$ cat src/rtl/pc_unit.sv
// Program-counter / redirect stage: registers the control-flow target of the
// instruction in execute and redirects fetch one cycle later on a taken branch.
module pc_unit #(
    parameter int              BITS     = 32,
    parameter logic [BITS-1:0] RESET_PC = '0
) (
    input  logic            clk,
    input  logic            rst,
    input  logic            stall,
    input  logic [31:0]     instr,
    input  logic [BITS-1:0] pc_ex,
    input  logic [BITS-1:0] a,
    input  logic            br,
    output logic [BITS-1:0] pc,
    output logic [BITS-1:0] link,
    output logic            flush,
    output logic            misalign
);

    typedef enum logic [1:0] {
        RUN,
        SHADOW,
        TRAP
    } state_t;

    localparam logic [BITS-1:0] FOUR = BITS'(4);

    state_t          state, state_nx;
    logic [BITS-1:0] tgt_q, target, pc_nx;
    logic [BITS-1:0] imm_b, imm_j, imm_i, jalr_sum;
    logic            ctl_q, ctl, ctl_nx, mis_nx, take;
    logic            is_b, is_jal, is_jalr;
    logic [6:0]      op;
    logic [2:0]      f3;

    assign op = instr[6:0];
    assign f3 = instr[14:12];

    // funct3 010/011 are not defined branch conditions
    assign is_b    = (op == 7'b1100011) && (f3 != 3'b010) && (f3 != 3'b011);
    assign is_jal  = (op == 7'b1101111);
    assign is_jalr = (op == 7'b1100111) && (f3 == 3'b000);
    assign ctl     = is_b || is_jal || is_jalr;

    assign imm_b = {{(BITS-13){instr[31]}}, instr[31], instr[7],
                    instr[30:25], instr[11:8], 1'b0};
    assign imm_j = {{(BITS-21){instr[31]}}, instr[31], instr[19:12],
                    instr[20], instr[30:21], 1'b0};
    assign imm_i = {{(BITS-12){instr[31]}}, instr[31:20]};

    assign jalr_sum = a + imm_i;
    assign link     = pc_ex + FOUR;

    always_comb begin
        target = pc_ex + imm_b;
        unique case (1'b1)
            is_jal:  target = pc_ex + imm_j;
            is_jalr: target = {jalr_sum[BITS-1:1], 1'b0};
            default: ;
        endcase
    end

    always_comb begin
        state_nx = state;
        pc_nx    = pc;
        mis_nx   = misalign;
        ctl_nx   = ctl;
        take     = br && ctl_q && (state == RUN) && !stall;
        flush    = take;
        unique case (state)
            RUN: begin
                if (take && (tgt_q[1:0] == 2'b00)) begin
                    pc_nx    = tgt_q;
                    state_nx = SHADOW;
                end else if (take) begin
                    mis_nx   = 1'b1;
                    state_nx = TRAP;
                end else begin
                    pc_nx = pc + FOUR;
                end
            end
            SHADOW: begin
                ctl_nx   = 1'b0;
                pc_nx    = pc + FOUR;
                state_nx = RUN;
            end
            default: begin
                mis_nx = 1'b1;
            end
        endcase
    end

    always_ff @(posedge clk) begin
        if (rst) begin
            pc       <= RESET_PC;
            tgt_q    <= '0;
            ctl_q    <= 1'b0;
            state    <= RUN;
            misalign <= 1'b0;
        end else if (!stall) begin
            pc       <= pc_nx;
            tgt_q    <= target;
            ctl_q    <= ctl_nx;
            state    <= state_nx;
            misalign <= mis_nx;
        end
    end

endmodule

$ cat config.mk
export PLATFORM = sky130hd
export DESIGN_NAME = pc_unit
export DESIGN_NICKNAME = d
export VERILOG_FILES = /design/src/rtl/pc_unit.sv
export SDC_FILE = /design/constraint.sdc
export NUM_CORES = 1
export LEC_CHECK = 0
export BUFFER_PORTS_ARGS = -buffer_cell sky130_fd_sc_hd__buf_2
export CAP_MARGIN = 5
export CORE_ASPECT_RATIO = 1.4
export CORE_MARGIN = 5
export CORE_UTILIZATION = 56
export CTS_CLUSTER_SIZE = 40
export DETAILED_ROUTE_END_ITERATION = 7
export PLACE_DENSITY = 0.9
export RECOVER_POWER = 100
export SETUP_SLACK_MARGIN = 0.4
export SLEW_MARGIN = 15
export SYNTH_ARGS = -nofsm -noshare
export SYNTH_HDL_FRONTEND = slang
export SYNTH_SLANG_ARGS = --single-unit
$ cat constraint.sdc
create_clock -name clk -period 5.3 [get_ports clk]
set_clock_uncertainty 0.1 [all_clocks]
set_input_delay 0.53 -clock clk [delete_from_list [all_inputs] [get_ports clk]]
set_output_delay 0.53 -clock clk [all_outputs]
set_load 0.02 [all_outputs]
==> results of run 1 <==
[sequential cells by signal, summed over array words and instances (netlist names)]
| signal | flops |
|---|---|
| tgt_q | 32 |
| ctl_q | 1 |
| pc | 32 |
| misalign | 1 |
| state | 2 |
[where the power goes]
| group | switching (mW) | leakage, nW | internal, mW |
|---|---|---|---|
| Combinational | 0.395 | 2.92 | 0.268 |
| Sequential | 0.0208 | 0.556 | 0.540 |
| Clock | 0.225 | 0.170 | 0.475 |
| Total | 0.641 | 3.65 | 1.28 |
[cell type report]
| cell class | instances | area (µm²) |
|---|---|---|
| Clock inverter | 5 | 108 |
| Multi-Input combinational cell | 870 | 5750 |
| Fill cell | 1264 | 4650 |
| Sequential cell | 68 | 1360 |
| Timing Repair Buffer | 175 | 806 |
| Tap cell | 182 | 228 |
| Clock buffer | 11 | 243 |
| Inverter | 31 | 116 |
[path summary, 6_finish.rpt]
kind,from,end,slack (ns),depth (start not counted)
max,instr[1],tgt_q[31]$_SDFFE_PP0N_,0.55,15
min,tgt_q[16]$_SDFFE_PP0N_,pc[16]$_SDFFE_PP0P_,0.35,2
max reg2reg,state[1]$_SDFFE_PP0P_,pc[27]$_SDFFE_PP0P_,2.21,8
min reg2reg,tgt_q[16]$_SDFFE_PP0N_,pc[16]$_SDFFE_PP0P_,0.35,2
[worst register-to-register path: stages (launching register included)]
cell	delay, ns
sky130_fd_sc_hd__dfxtp_1	0.35
sky130_fd_sc_hd__or2_0	0.51
sky130_fd_sc_hd__nor3_1	1.03
sky130_fd_sc_hd__clkbuf_1	0.48
sky130_fd_sc_hd__nor2_1	0.08
sky130_fd_sc_hd__a22oi_1	0.17
sky130_fd_sc_hd__nor2_1	0.06
sky130_fd_sc_hd__a21oi_1	0.12
sky130_fd_sc_hd__nor2_1	0.05
[per-layer routing]
| layer | global-route usage | vias to the layer above |
|---|---|---|
| met3 | 0.0352 | 74 |
| met5 | 0 | - |
| met2 | 0.475 | 394 |
| met1 | 0.344 | 3837 |
| met4 | 0.118 | 0 |
| li1 | - | 4059 |
[logic make-up (layout without fill, tap and decap cells)]
| family | after synthesis | in the layout | synth area share |
|---|---|---|---|
| fa+ha+maj | 67 | 67 | 0.114 |
| compound gates | 334 | 334 | 0.303 |
| mux | 12 | 12 | 0.0184 |
| buf+inv | 86 | 222 | 0.0455 |
| flops | 68 | 68 | 0.182 |
| simple gates | 374 | 374 | 0.240 |
| xor+xnor | 83 | 83 | 0.0972 |
[synthesized netlist by cell type (17+ instances only)]
cell type	instances	area, µm²
sky130_fd_sc_hd__nor2_1	110	413
sky130_fd_sc_hd__a21oi_1	109	546
sky130_fd_sc_hd__nand2_1	91	342
sky130_fd_sc_hd__dfxtp_1	68	1360
sky130_fd_sc_hd__ha_1	65	813
sky130_fd_sc_hd__xnor2_1	49	429
sky130_fd_sc_hd__clkbuf_1	48	180
sky130_fd_sc_hd__o21ai_0	42	210
sky130_fd_sc_hd__a21o_1	37	278
sky130_fd_sc_hd__nand3_1	35	175
sky130_fd_sc_hd__xor2_1	34	298
sky130_fd_sc_hd__nor3_1	33	165
sky130_fd_sc_hd__inv_1	31	116
sky130_fd_sc_hd__and3_1	22	138
sky130_fd_sc_hd__nand4_1	21	131
sky130_fd_sc_hd__a211oi_1	17	128
[layout by cell type (no fill, tap or decap), drive strengths merged, types with 11 or more instances in the layout]
cell type / Yosys / final
inv: 31 / 32
nand2: 91 / 91
nor3: 34 / 34
a221oi: 13 / 13
nand4: 21 / 21
a21o: 38 / 38
a211oi: 19 / 19
a31oi: 11 / 11
nor2: 110 / 110
and3: 24 / 24
clkbuf: 49 / 79
a21oi: 111 / 111
buf: 6 / 107
xor2: 34 / 34
o31ai: 14 / 14
ha: 65 / 65
dfxtp: 68 / 68
nand3: 35 / 35
xnor2: 49 / 49
o21ai: 46 / 46
==> load_flow_metrics.sql, run 1 <==
INSERT INTO impl_metrics (metric_group, metric, value, unit) VALUES
('outcome', 'run_status', 'completed', ''),
('hold_path', 'timing.hold.worst.class', 'register to register', ''),
('drt', 'postRouteWirelength', '22600', 'µm'),
('final_layout', 'antenna_cells', '0', ''),
('drt', 'highest-signal-layer', 'met4', ''),
('final_layout', 'finish.utilization', '0.649', ''),
('setup_path', 'worstPathRequired', '5.46', 'ns'),
('setup_path', 'slowest_delay', '0.60', 'ns'),
('final_layout', 'area_delta_synth_final', '15.1', '%'),
('timing', 'final-setup-viol-count', '0', ''),
('global_routing', 'global_route_wire_length_before_repair', '36500', 'µm'),
('final_layout', 'fraction_of_final_layout_cells_sized_beyond_drive_strength_1', '0.126', ''),
('global_routing', 'grtUsageTotal', '0.277', ''),
('die', 'chipHeight', '147', 'µm'),
('synth', 'yosysSeqAreaShare', '0.182', ''),
('clocking', 'tritoncts.num_buffers', '9', ''),
('synth', 'synth_top_flop_cell', 'sky130_fd_sc_hd__dfxtp_1', ''),
('die', 'horizontal_extent_of_the_die', '108', 'µm'),
('clocking', 'clock-root-buffer', 'sky130_fd_sc_hd__clkbuf_16', ''),
('placed_design', 'dp_slack', '0.540', 'ns'),
('setup_path', 'critical_path_cell_by_cell', 'buf_2, nand3_1, nor3b_1, and3_1, clkbuf_1, mux2_2, ha_1, a21o_1, a311oi_1, or4_1, a21oi_1, o221ai_2, o31ai_1, mux2_4, a211oi_2', ''),
('placed_design', 'post-dp-hpwl', '17500', 'µm'),
('final_layout', 'design_area', '8610', 'µm²'),
('timing', 'rsz_0062_raised_after_global_routing', 'false', ''),
('drt', 'drc', '0', ''),
('synth', 'synth-async-reset-ratio', '0', ''),
('drt', 'wl_met2', '11000', 'µm'),
('timing', 'whs', '0.351', 'ns'),
('timing', 'hold_violations', '0', ''),
('placed_design', 'gpl.final_weighted_congestion', '0.977', ''),
('placed_design', 'port_buffers', '165', ''),
('clocking', 'clk_latency', '0.34', 'ns'),
('global_routing', 'global_route.overflow_total', '0', ''),
('clocking', 'max-clock-path-buffers', '2', ''),
('final_layout', 'stdcell_count', '1342', ''),
('die', 'initial_core_util', '0.564', ''),
('setup_path', 'cp.buffers_inverters', '2', ''),
('run', 'max-cap-violations', '0', ''),
('drt', 'vias', '8364', ''),
('setup_path', 'cp_slowest_cell', 'sky130_fd_sc_hd__or4_1', ''),
('final_layout', 'finalNetCount', '1322', ''),
('synth', 'synth_area_per_cell', '7.31', 'µm²'),
('power_and_ir_drop', 'peakVddDrop', '0.184', 'mV'),
('drt', 'drt-vias-per-instance', '6.23', ''),
('clocking', 'cts.clk_slew.worst_paths', '0.06', 'ns'),
('synth', 'number_of_synthesized_flops_with_an_enable_pin', '0', ''),
('setup_path', 'kind_of_cell_adding_the_most_delay_to_the_critical_path', 'compound AO/OA/AOI/OAI gates', ''),
('placed_design', 'placedCellCount', '1326', ''),
('setup_path', 'ws_path_type', 'primary input to register', ''),
('global_routing', 'via_count_of_the_first_global_routing_pass', '7840', ''),
('drt', 'met3RoutedLength', '1600', 'µm'),
('synth', 'yosys_warnings', '0', ''),
('clocking', 'cts_post_setup_buffers_inserted', '0', ''),
('global_routing', 'grt_start_max_net_pins', '62', ''),
('clocking', 'cts_sinks', '68', ''),
('setup_path', 'setup.worst_path.start_class', 'primary input', ''),
('timing', 'total_negative_slack_for_setup_checks', '0', 'ns'),
('drt', 'route.layer.met1.wl', '9200', 'µm'),
('setup_path', 'worstPathMaxFanout', '10', ''),
('synth', 'post_synth_inst_count', '1024', ''),
('timing', 'layout_min_cycle_time', '4.75', 'ns'),
('die', 'core.rowCount', '50', ''),
('power_and_ir_drop', 'post-layout-total-power', '1.92', 'mW'),
('setup_path', 'worst_ep_arrival_time', '4.91', 'ns'),
('synth', 'flip_flop_and_latch_count_after_synthesis', '68', ''),
('drt', 'post_route_antenna_net_violation_count', '0', ''),
('timing', 'transition_time_at_the_pin_with_the_least_slew_margin', '1.14', 'ns'),
('placed_design', 'placed_area', '8390', 'µm²'),
('global_routing', 'antenna_found_initial', '0', ''),
('timing', 'max_freq', '210', 'MHz'),
('timing', 'pins_over_slew_limit', '0', '');
Power figures use the tool's default switching activity.
==> run 2, diff against run 1 <==
==> constraint.sdc (replaced) <==
create_clock -name clk -period 5.3 [get_ports clk]
set_clock_uncertainty 0.1 [all_clocks]
set_input_delay 1.06 -clock clk [delete_from_list [all_inputs] [get_ports clk]]
set_output_delay 1.06 -clock clk [all_outputs]
set_load 0.02 [all_outputs]
==> run 2 against run 1 <==
Net effect:
- the flow now finishes with violations (capacitance limit, slew limit)
- non-clock buffer count increased by 2
- combinational power increased by 1%
- sequential share of layout area decreased by 0.082 points
- routed wire length increased by 0.47%
- die area unchanged
- critical path type unchanged
==> load_flow_metrics.sql, run 2 (synthesis gave the netlist of run 1 again) <==
INSERT INTO impl_metrics (metric_group, metric, value, unit) VALUES
('outcome', 'run_status', 'finished, violations left', ''),
('outcome', 'violations', 'capacitance limit, slew limit', ''),
('drt', 'route.layer.met1.wl', '9090', 'µm'),
('timing', 'layout_min_cycle_time', '4.84', 'ns'),
('clocking', 'cts.clk_slew.worst_paths', '0.06', 'ns'),
('timing', 'total_negative_slack_for_setup_checks', '0', 'ns'),
('drt', 'met3RoutedLength', '1790', 'µm'),
('final_layout', 'design_area', '8660', 'µm²'),
('drt', 'postRouteWirelength', '22700', 'µm'),
('global_routing', 'global_route_wire_length_before_repair', '36600', 'µm'),
('setup_path', 'worstPathRequired', '5.42', 'ns'),
('setup_path', 'rr_endpoint', 'pc[24]$_SDFFE_PP0P_', ''),
('clocking', 'post_cts_resized', '0', ''),
('hold_path', 'hp-start', 'tgt_q[16]$_SDFFE_PP0N_', ''),
('setup_path', 'worstPathMaxFanout', '6', ''),
('global_routing', 'global_route.overflow_total', '0', ''),
('setup_path', 'cp-end-kind', 'register', ''),
('timing', 'max_freq', '207', 'MHz'),
('drt', 'detail_route.wl_per_cell', '16.9', 'µm'),
('final_layout', 'fraction_of_final_layout_cells_sized_beyond_drive_strength_1', '0.138', ''),
('timing', 'transition_time_at_the_pin_with_the_least_slew_margin', '2.14', 'ns'),
('clocking', 'clock-root-buffer', 'sky130_fd_sc_hd__clkbuf_16', ''),
('power_and_ir_drop', 'post-layout-total-power', '1.90', 'mW'),
('hold_path', 'timing.hold.worst.class', 'register to register', ''),
('global_routing', 'grtUsageTotal', '0.278', ''),
('final_layout', 'area_delta_synth_final', '15.7', '%'),
('final_layout', 'finalNetCount', '1324', ''),
('clocking', 'cts_hold_repair.buffers', '0', ''),
('die', 'design.die.area', '15800', 'µm²'),
('die', 'initial_core_util', '0.564', ''),
('clocking', 'cts_tree', 'yes', ''),
('clocking', 'tritoncts.num_buffers', '9', ''),
('placed_design', 'post-dp-hpwl', '17600', 'µm'),
('drt', 'wl_met2', '11100', 'µm'),
('timing', 'post-route-worst-setup-slack', '0.464', 'ns'),
('die', 'horizontal_extent_of_the_die', '108', 'µm'),
('placed_design', 'placed_area', '8410', 'µm²'),
('timing', 'final-setup-viol-count', '0', ''),
('drt', 'drc', '0', ''),
('drt', 'drt_iter0_markers', '780', ''),
('die', 'core_area', '13300', 'µm²'),
('final_layout', 'layout_commonest_cell', 'sky130_fd_sc_hd__nor2_1', ''),
('setup_path', 'crit_start', 'instr[5]', ''),
('global_routing', 'via_count_of_the_first_global_routing_pass', '7790', ''),
('timing', 'whs', '0.359', 'ns'),
('final_layout', 'largestRegisters', 'pc x32, tgt_q x32, state x2', ''),
('setup_path', 'setup.worst_path.start_class', 'primary input', ''),
('timing', 'finalCritPeriodShare', '0.912', ''),
('setup_path', 'crit_path_end', 'tgt_q[28]$_SDFFE_PP0N_', ''),
('final_layout', 'mostFrequentLayoutCells', 'sky130_fd_sc_hd__nor2_1 (110), sky130_fd_sc_hd__a21oi_1 (109), sky130_fd_sc_hd__buf_2 (102)', ''),
('timing', 'hold_violations', '0', ''),
('final_layout', 'fillCellCount', '1232', ''),
('timing', 'rsz_0062_raised_after_global_routing', 'false', ''),
('final_layout', 'antenna_cells', '0', ''),
('clocking', 'max-clock-path-buffers', '2', ''),
('clocking', 'clock_tree.htree_level_count', '3', ''),
('power_and_ir_drop', 'cellPowerDensity', '220', 'nW/µm²'),
('run', 'max-cap-violations', '2', ''),
('drt', 'highest-signal-layer', 'met4', ''),
('setup_path', 'regToRegStartpoint', 'state[0]$_SDFFE_PP0P_', ''),
('placed_design', 'dp_slack', '0.238', 'ns'),
('timing', 'pins_over_slew_limit', '63', ''),
('drt', 'drtPass1Iterations', '8', ''),
('drt', 'post_route_antenna_net_violation_count', '0', ''),
('setup_path', 'ws_path_type', 'primary input to register', ''),
('drt', 'vias', '8378', ''),
('setup_path', 'r2r.worst_path.cells', '6', ''),
('clocking', 'cts_sinks', '68', ''),
('power_and_ir_drop', 'peakVddDrop', '0.194', 'mV'),
('global_routing', 'grt_start_max_net_pins', '46', ''),
('drt', 'drt-vias-per-instance', '6.23', ''),
('placed_design', 'port_buffers', '165', ''),
('die', 'chipHeight', '147', 'µm'),
('setup_path', 'worst_ep_arrival_time', '4.96', 'ns'),
('power_and_ir_drop', 'leakagePower', '3.66', 'nW'),
('placed_design', 'gpl.final_weighted_congestion', '1.01', ''),
('die', 'core.rowCount', '50', ''),
('clocking', 'cts_post_setup_buffers_inserted', '0', ''),
('clocking', 'clk_latency', '0.34', 'ns'),
('global_routing', 'antenna_found_initial', '0', ''),
('timing', 'max_slew_margin', '-0.424', ''),
('die', 'io-pin-count', '166', ''),
('setup_path', 'regToRegSetupSlack', '1.87', 'ns');
## run 2: layout make-up
| class | instances | area, µm² | share of cell area |
|---|---|---|---|
| inverter | 31 | 116 | 0.0134 |
| timing repair buffer | 177 | 822 | 0.0950 |
| multi-input combinational | 870 | 5790 | 0.669 |
| tap | 182 | 228 | 0.0263 |
| clock buffer | 11 | 253 | 0.0292 |
| sequential | 68 | 1360 | 0.157 |
| clock inverter | 5 | 83.8 | 0.00968 |
## run 2: per-stage QoR
| stage | util | instances |
|---|---|---|
| 2_1_floorplan | - | 1024 |
| 3_3_place_gp | 0.634 | 1328 |
| 3_5_place_dp | 0.634 | 1328 |
| 4_1_cts | 0.659 | 1344 |
| 5_1_grt | 0.653 | 1344 |
| 6_report | 0.653 | 1344 |
## run 2: worst min-delay path by stage
stage | to | depth (start not counted) | slack (ns)
after floorplan | pc[16]$_SDFFE_PP0P_ | 2 | 0.33
after global placement | pc[16]$_SDFFE_PP0P_ | 2 | 0.34
after detailed placement | pc[16]$_SDFFE_PP0P_ | 2 | 0.35
after CTS | pc[16]$_SDFFE_PP0P_ | 2 | 0.36
after global routing | pc[0]$_SDFFE_PP0P_ | 1 | 0.39
final | pc[16]$_SDFFE_PP0P_ | 2 | 0.36
## run 2: power breakdown
group | leakage (nW) | switching [mW] | internal [mW] | total [mW]
combinational | 2.95 | 0.398 | 0.272 | 0.670
sequential | 0.556 | 0.0208 | 0.540 | 0.561
clock | 0.158 | 0.231 | 0.438 | 0.669
total | 3.66 | 0.650 | 1.25 | 1.90
## run 2: metal layers
layer | vias to the layer above | GRT usage
li1 | 4073 | -
met1 | 3830 | 0.349
met3 | 64 | 0.0360
met4 | 0 | 0.112
met2 | 411 | 0.477
met5 | - | 0
## run 2: worst max-delay path, cell delays in order
cell and delay [ns]:
sky130_fd_sc_hd__buf_2 0.08, sky130_fd_sc_hd__nand3_1 0.06, sky130_fd_sc_hd__nor3b_1 0.35, sky130_fd_sc_hd__and3_1 0.26, sky130_fd_sc_hd__clkbuf_1 0.30, sky130_fd_sc_hd__mux2_2 0.39
sky130_fd_sc_hd__ha_1 0.36, sky130_fd_sc_hd__a31o_1 0.26, sky130_fd_sc_hd__o211ai_1 0.32, sky130_fd_sc_hd__nor4b_2 0.40, sky130_fd_sc_hd__nor3_2 0.10, sky130_fd_sc_hd__a221oi_1 0.32
sky130_fd_sc_hd__mux2_1 0.37, sky130_fd_sc_hd__a2111oi_2 0.31
==> run 3, diff against run 2 <==
- REMOVE_ABC_BUFFERS: unset -> 1
==> run 3 against run 2 <==
Net effect:
- the flow still finishes with violations (capacitance limit, slew limit)
- register-to-register slack better by 0.09 ns
- total power is 4.5% lower
- fmax barely moved
- final cell count about the same
- global-route usage decreased by 0.054 points
- die area stayed put
- utilization fell by 0.66 points
- first-iteration DRC count is 22% lower
- sequential power about the same
- critical path type unchanged
- critical endpoint is now tgt_q[31]$_SDFFE_PP0N_
- largest power group unchanged
- highest routed layer unchanged
==> load_flow_metrics.sql, run 3 (synthesis gave the netlist of run 1 again) <==
INSERT INTO impl_metrics (metric_group, metric, value, unit) VALUES
('die', 'design.die.area', '15800', 'µm²'),
('power_and_ir_drop', 'seq_power_share', '0.309', ''),
('final_layout', 'antenna_cells', '0', ''),
('drt', 'vias', '8250', ''),
('global_routing', 'global_route_wire_length_before_repair', '36400', 'µm'),
('clocking', 'tritoncts.num_buffers', '9', ''),
('clocking', 'cts_hold_repair.buffers', '0', ''),
('clocking', 'clk_latency', '0.34', 'ns'),
('final_layout', 'largestRegisters', 'pc x32, tgt_q x32, state x2', ''),
('timing', 'layout_min_cycle_time', '4.84', 'ns'),
('timing', 'post-route-worst-setup-slack', '0.463', 'ns'),
('drt', 'highest-signal-layer', 'met4', ''),
('final_layout', 'stdcell_count', '1343', ''),
('global_routing', 'global_route.overflow_total', '0', ''),
('outcome', 'run_status', 'finished, violations left', ''),
('power_and_ir_drop', 'cellPowerDensity', '212', 'nW/µm²'),
('timing', 'final-setup-viol-count', '0', ''),
('final_layout', 'fillCellCount', '1252', ''),
('placed_design', 'dp_slack', '-0.00648', 'ns'),
('setup_path', 'slowest_delay', '0.60', 'ns'),
('power_and_ir_drop', 'post-layout-total-power', '1.81', 'mW'),
('final_layout', 'mostFrequentLayoutCells', 'sky130_fd_sc_hd__nor2_1 (110), sky130_fd_sc_hd__a21oi_1 (110), sky130_fd_sc_hd__buf_2 (99)', ''),
('drt', 'wl_met2', '11500', 'µm'),
('setup_path', 'worstPathRequired', '5.46', 'ns'),
('final_layout', 'finish.utilization', '0.646', ''),
('placed_design', 'post-dp-hpwl', '18000', 'µm'),
('power_and_ir_drop', 'clock_power_share', '0.324', ''),
('drt', 'post_route_antenna_net_violation_count', '0', ''),
('placed_design', 'placedCellCount', '1328', ''),
('timing', 'max_freq', '207', 'MHz'),
('hold_path', 'timing.hold.worst.class', 'register to register', ''),
('die', 'initial_core_util', '0.564', ''),
('drt', 'drt_iter0_markers', '610', ''),
('setup_path', 'setup.worst_path.start_class', 'primary input', ''),
('placed_design', 'port_buffers', '165', ''),
('timing', 'hold_violations', '0', ''),
('clocking', 'cts_sinks', '68', ''),
('global_routing', 'via_count_of_the_first_global_routing_pass', '7663', ''),
('drt', 'route.layer.met1.wl', '9130', 'µm'),
('die', 'core.rowCount', '50', ''),
('timing', 'finalCritPeriodShare', '0.913', ''),
('timing', 'rsz_0062_raised_after_global_routing', 'false', ''),
('final_layout', 'finalNetCount', '1324', ''),
('clocking', 'clock_tree.htree_level_count', '3', ''),
('setup_path', 'critical_path_cell_by_cell', 'buf_2, nand3_1, nor3b_2, and3_1, mux2_2, ha_1, a21o_1, a311oi_1, or4_1, a21oi_1, o221ai_1, o31ai_1, mux2_4, a211oi_2', ''),
('setup_path', 'cp-end-kind', 'register', ''),
('drt', 'drt-vias-per-instance', '6.14', ''),
('clocking', 'max-clock-path-buffers', '2', ''),
('power_and_ir_drop', 'comb_power_share', '0.367', ''),
('drt', 'met3RoutedLength', '1500', 'µm'),
('power_and_ir_drop', 'leakagePower', '3.63', 'nW'),
('die', 'core_area', '13300', 'µm²'),
('die', 'horizontal_extent_of_the_die', '108', 'µm'),
('drt', 'detail_route.wl_per_cell', '17.0', 'µm'),
('setup_path', 'worst_ep_arrival_time', '5.00', 'ns'),
('timing', 'pins_over_slew_limit', '69', ''),
('run', 'max-cap-violations', '2', ''),
('drt', 'drtPass1Iterations', '6', ''),
('die', 'chipHeight', '147', 'µm'),
('final_layout', 'area_delta_synth_final', '14.5', '%'),
('placed_design', 'gpl.final_weighted_congestion', '0.967', ''),
('final_layout', 'fraction_of_final_layout_cells_sized_beyond_drive_strength_1', '0.126', ''),
('power_and_ir_drop', 'peakVddDrop', '0.156', 'mV'),
('global_routing', 'grtUsageTotal', '0.277', ''),
('clocking', 'cts_tree', 'yes', ''),
('drt', 'postRouteWirelength', '22900', 'µm'),
('die', 'io-pin-count', '166', ''),
('power_and_ir_drop', 'net-switching-power', '0.631', 'mW'),
('timing', 'max_slew_margin', '-0.500', ''),
('power_and_ir_drop', 'netSwitchingFraction', '0.348', ''),
('clocking', 'cts.clk_slew.worst_paths', '0.05', 'ns'),
('outcome', 'violations', 'capacitance limit, slew limit', ''),
('timing', 'total_negative_slack_for_setup_checks', '0', 'ns'),
('power_and_ir_drop', 'internal_power', '1.18', 'mW'),
('timing', 'transition_time_at_the_pin_with_the_least_slew_margin', '2.25', 'ns'),
('drt', 'drc', '0', ''),
('clocking', 'clock-root-buffer', 'sky130_fd_sc_hd__clkbuf_16', ''),
('setup_path', 'ws_path_type', 'primary input to register', ''),
('global_routing', 'antenna_found_initial', '0', ''),
('setup_path', 'worstPathMaxFanout', '7', ''),
('setup_path', 'cp_slowest_cell', 'sky130_fd_sc_hd__or4_1', ''),
('global_routing', 'grt_start_max_net_pins', '59', '');
run 3: cell types whose count changed in the layout (fill, tap and decap cells not counted), sizes merged:
cell / previous run / this run
clkbuf: 78 / 82
buf: 110 / 108
clkinvlp: 2 / 0
bufinv: 2 / 1
run 3: path summary, 6_finish.rpt:
| check | depth (start not counted) | from | slack, ns | to |
|---|---|---|---|---|
| setup / recovery | 14 | instr[5] | 0.46 | tgt_q[31]$_SDFFE_PP0N_ |
| hold / removal | 2 | tgt_q[16]$_SDFFE_PP0N_ | 0.35 | pc[16]$_SDFFE_PP0P_ |
| setup reg to reg | 5 | state[1]$_SDFFE_PP0P_ | 1.96 | pc[24]$_SDFFE_PP0P_ |
| hold reg to reg | 2 | tgt_q[16]$_SDFFE_PP0N_ | 0.35 | pc[16]$_SDFFE_PP0P_ |
run 3: what timing repair did:
action / 4_1_cts / 5_1_grt
gates cloned: 0 / 0
resized for setup: 1 / 2
buffers inserted: 0 / 0
endpoints found under the setup margin: 1 / 1
endpoints found under the hold margin: 0 / 0
run 3: power groups by stage:
stage / Combinational, mW / Sequential, mW / Clock [mW]
floorplan: 0.458 / 0.567 / 0
global placement: 0.654 / 0.569 / 0
detailed placement: 0.662 / 0.570 / 0
CTS: 0.666 / 0.560 / 0.590
global route: 0.731 / 0.563 / 0.611
finish: 0.667 / 0.561 / 0.587
run 3: stage by stage:
step	hold slack, ns	instance area [µm²]
6_report	0.348	8570
3_5_place_dp	0.343	8410
3_3_place_gp	0.342	8410
5_1_grt	0.381	8570
4_1_cts	0.351	8690
2_1_floorplan	0.326	7260
run 3: cell type report:
type | instances | area (µm²) | area share
multi-input cells | 870 | 5760 | 0.672
clock inverters | 2 | 35.0 | 0.00409
clock buffers | 13 | 250 | 0.0292
well taps | 182 | 228 | 0.0266
flip-flops and latches | 68 | 1360 | 0.159
inverters | 31 | 116 | 0.0136
repair buffers | 177 | 822 | 0.0959
run 3: per-layer routing:
layer / up-vias / track usage
li1: 4057 / -
met1: 3774 / 0.333
met2: 365 / 0.493
met3: 54 / 0.0338
met4: 0 / 0.116
met5: - / 0
run 3: worst max-delay path, delay by kind of cell:
kind,cells,cell delay (ns)
muxes,2,0.71
adders and majority gates,1,0.34
buffers and inverters,1,0.08
AOI/OAI and AO/OA,6,1.46
and+or+nand+nor,4,1.35
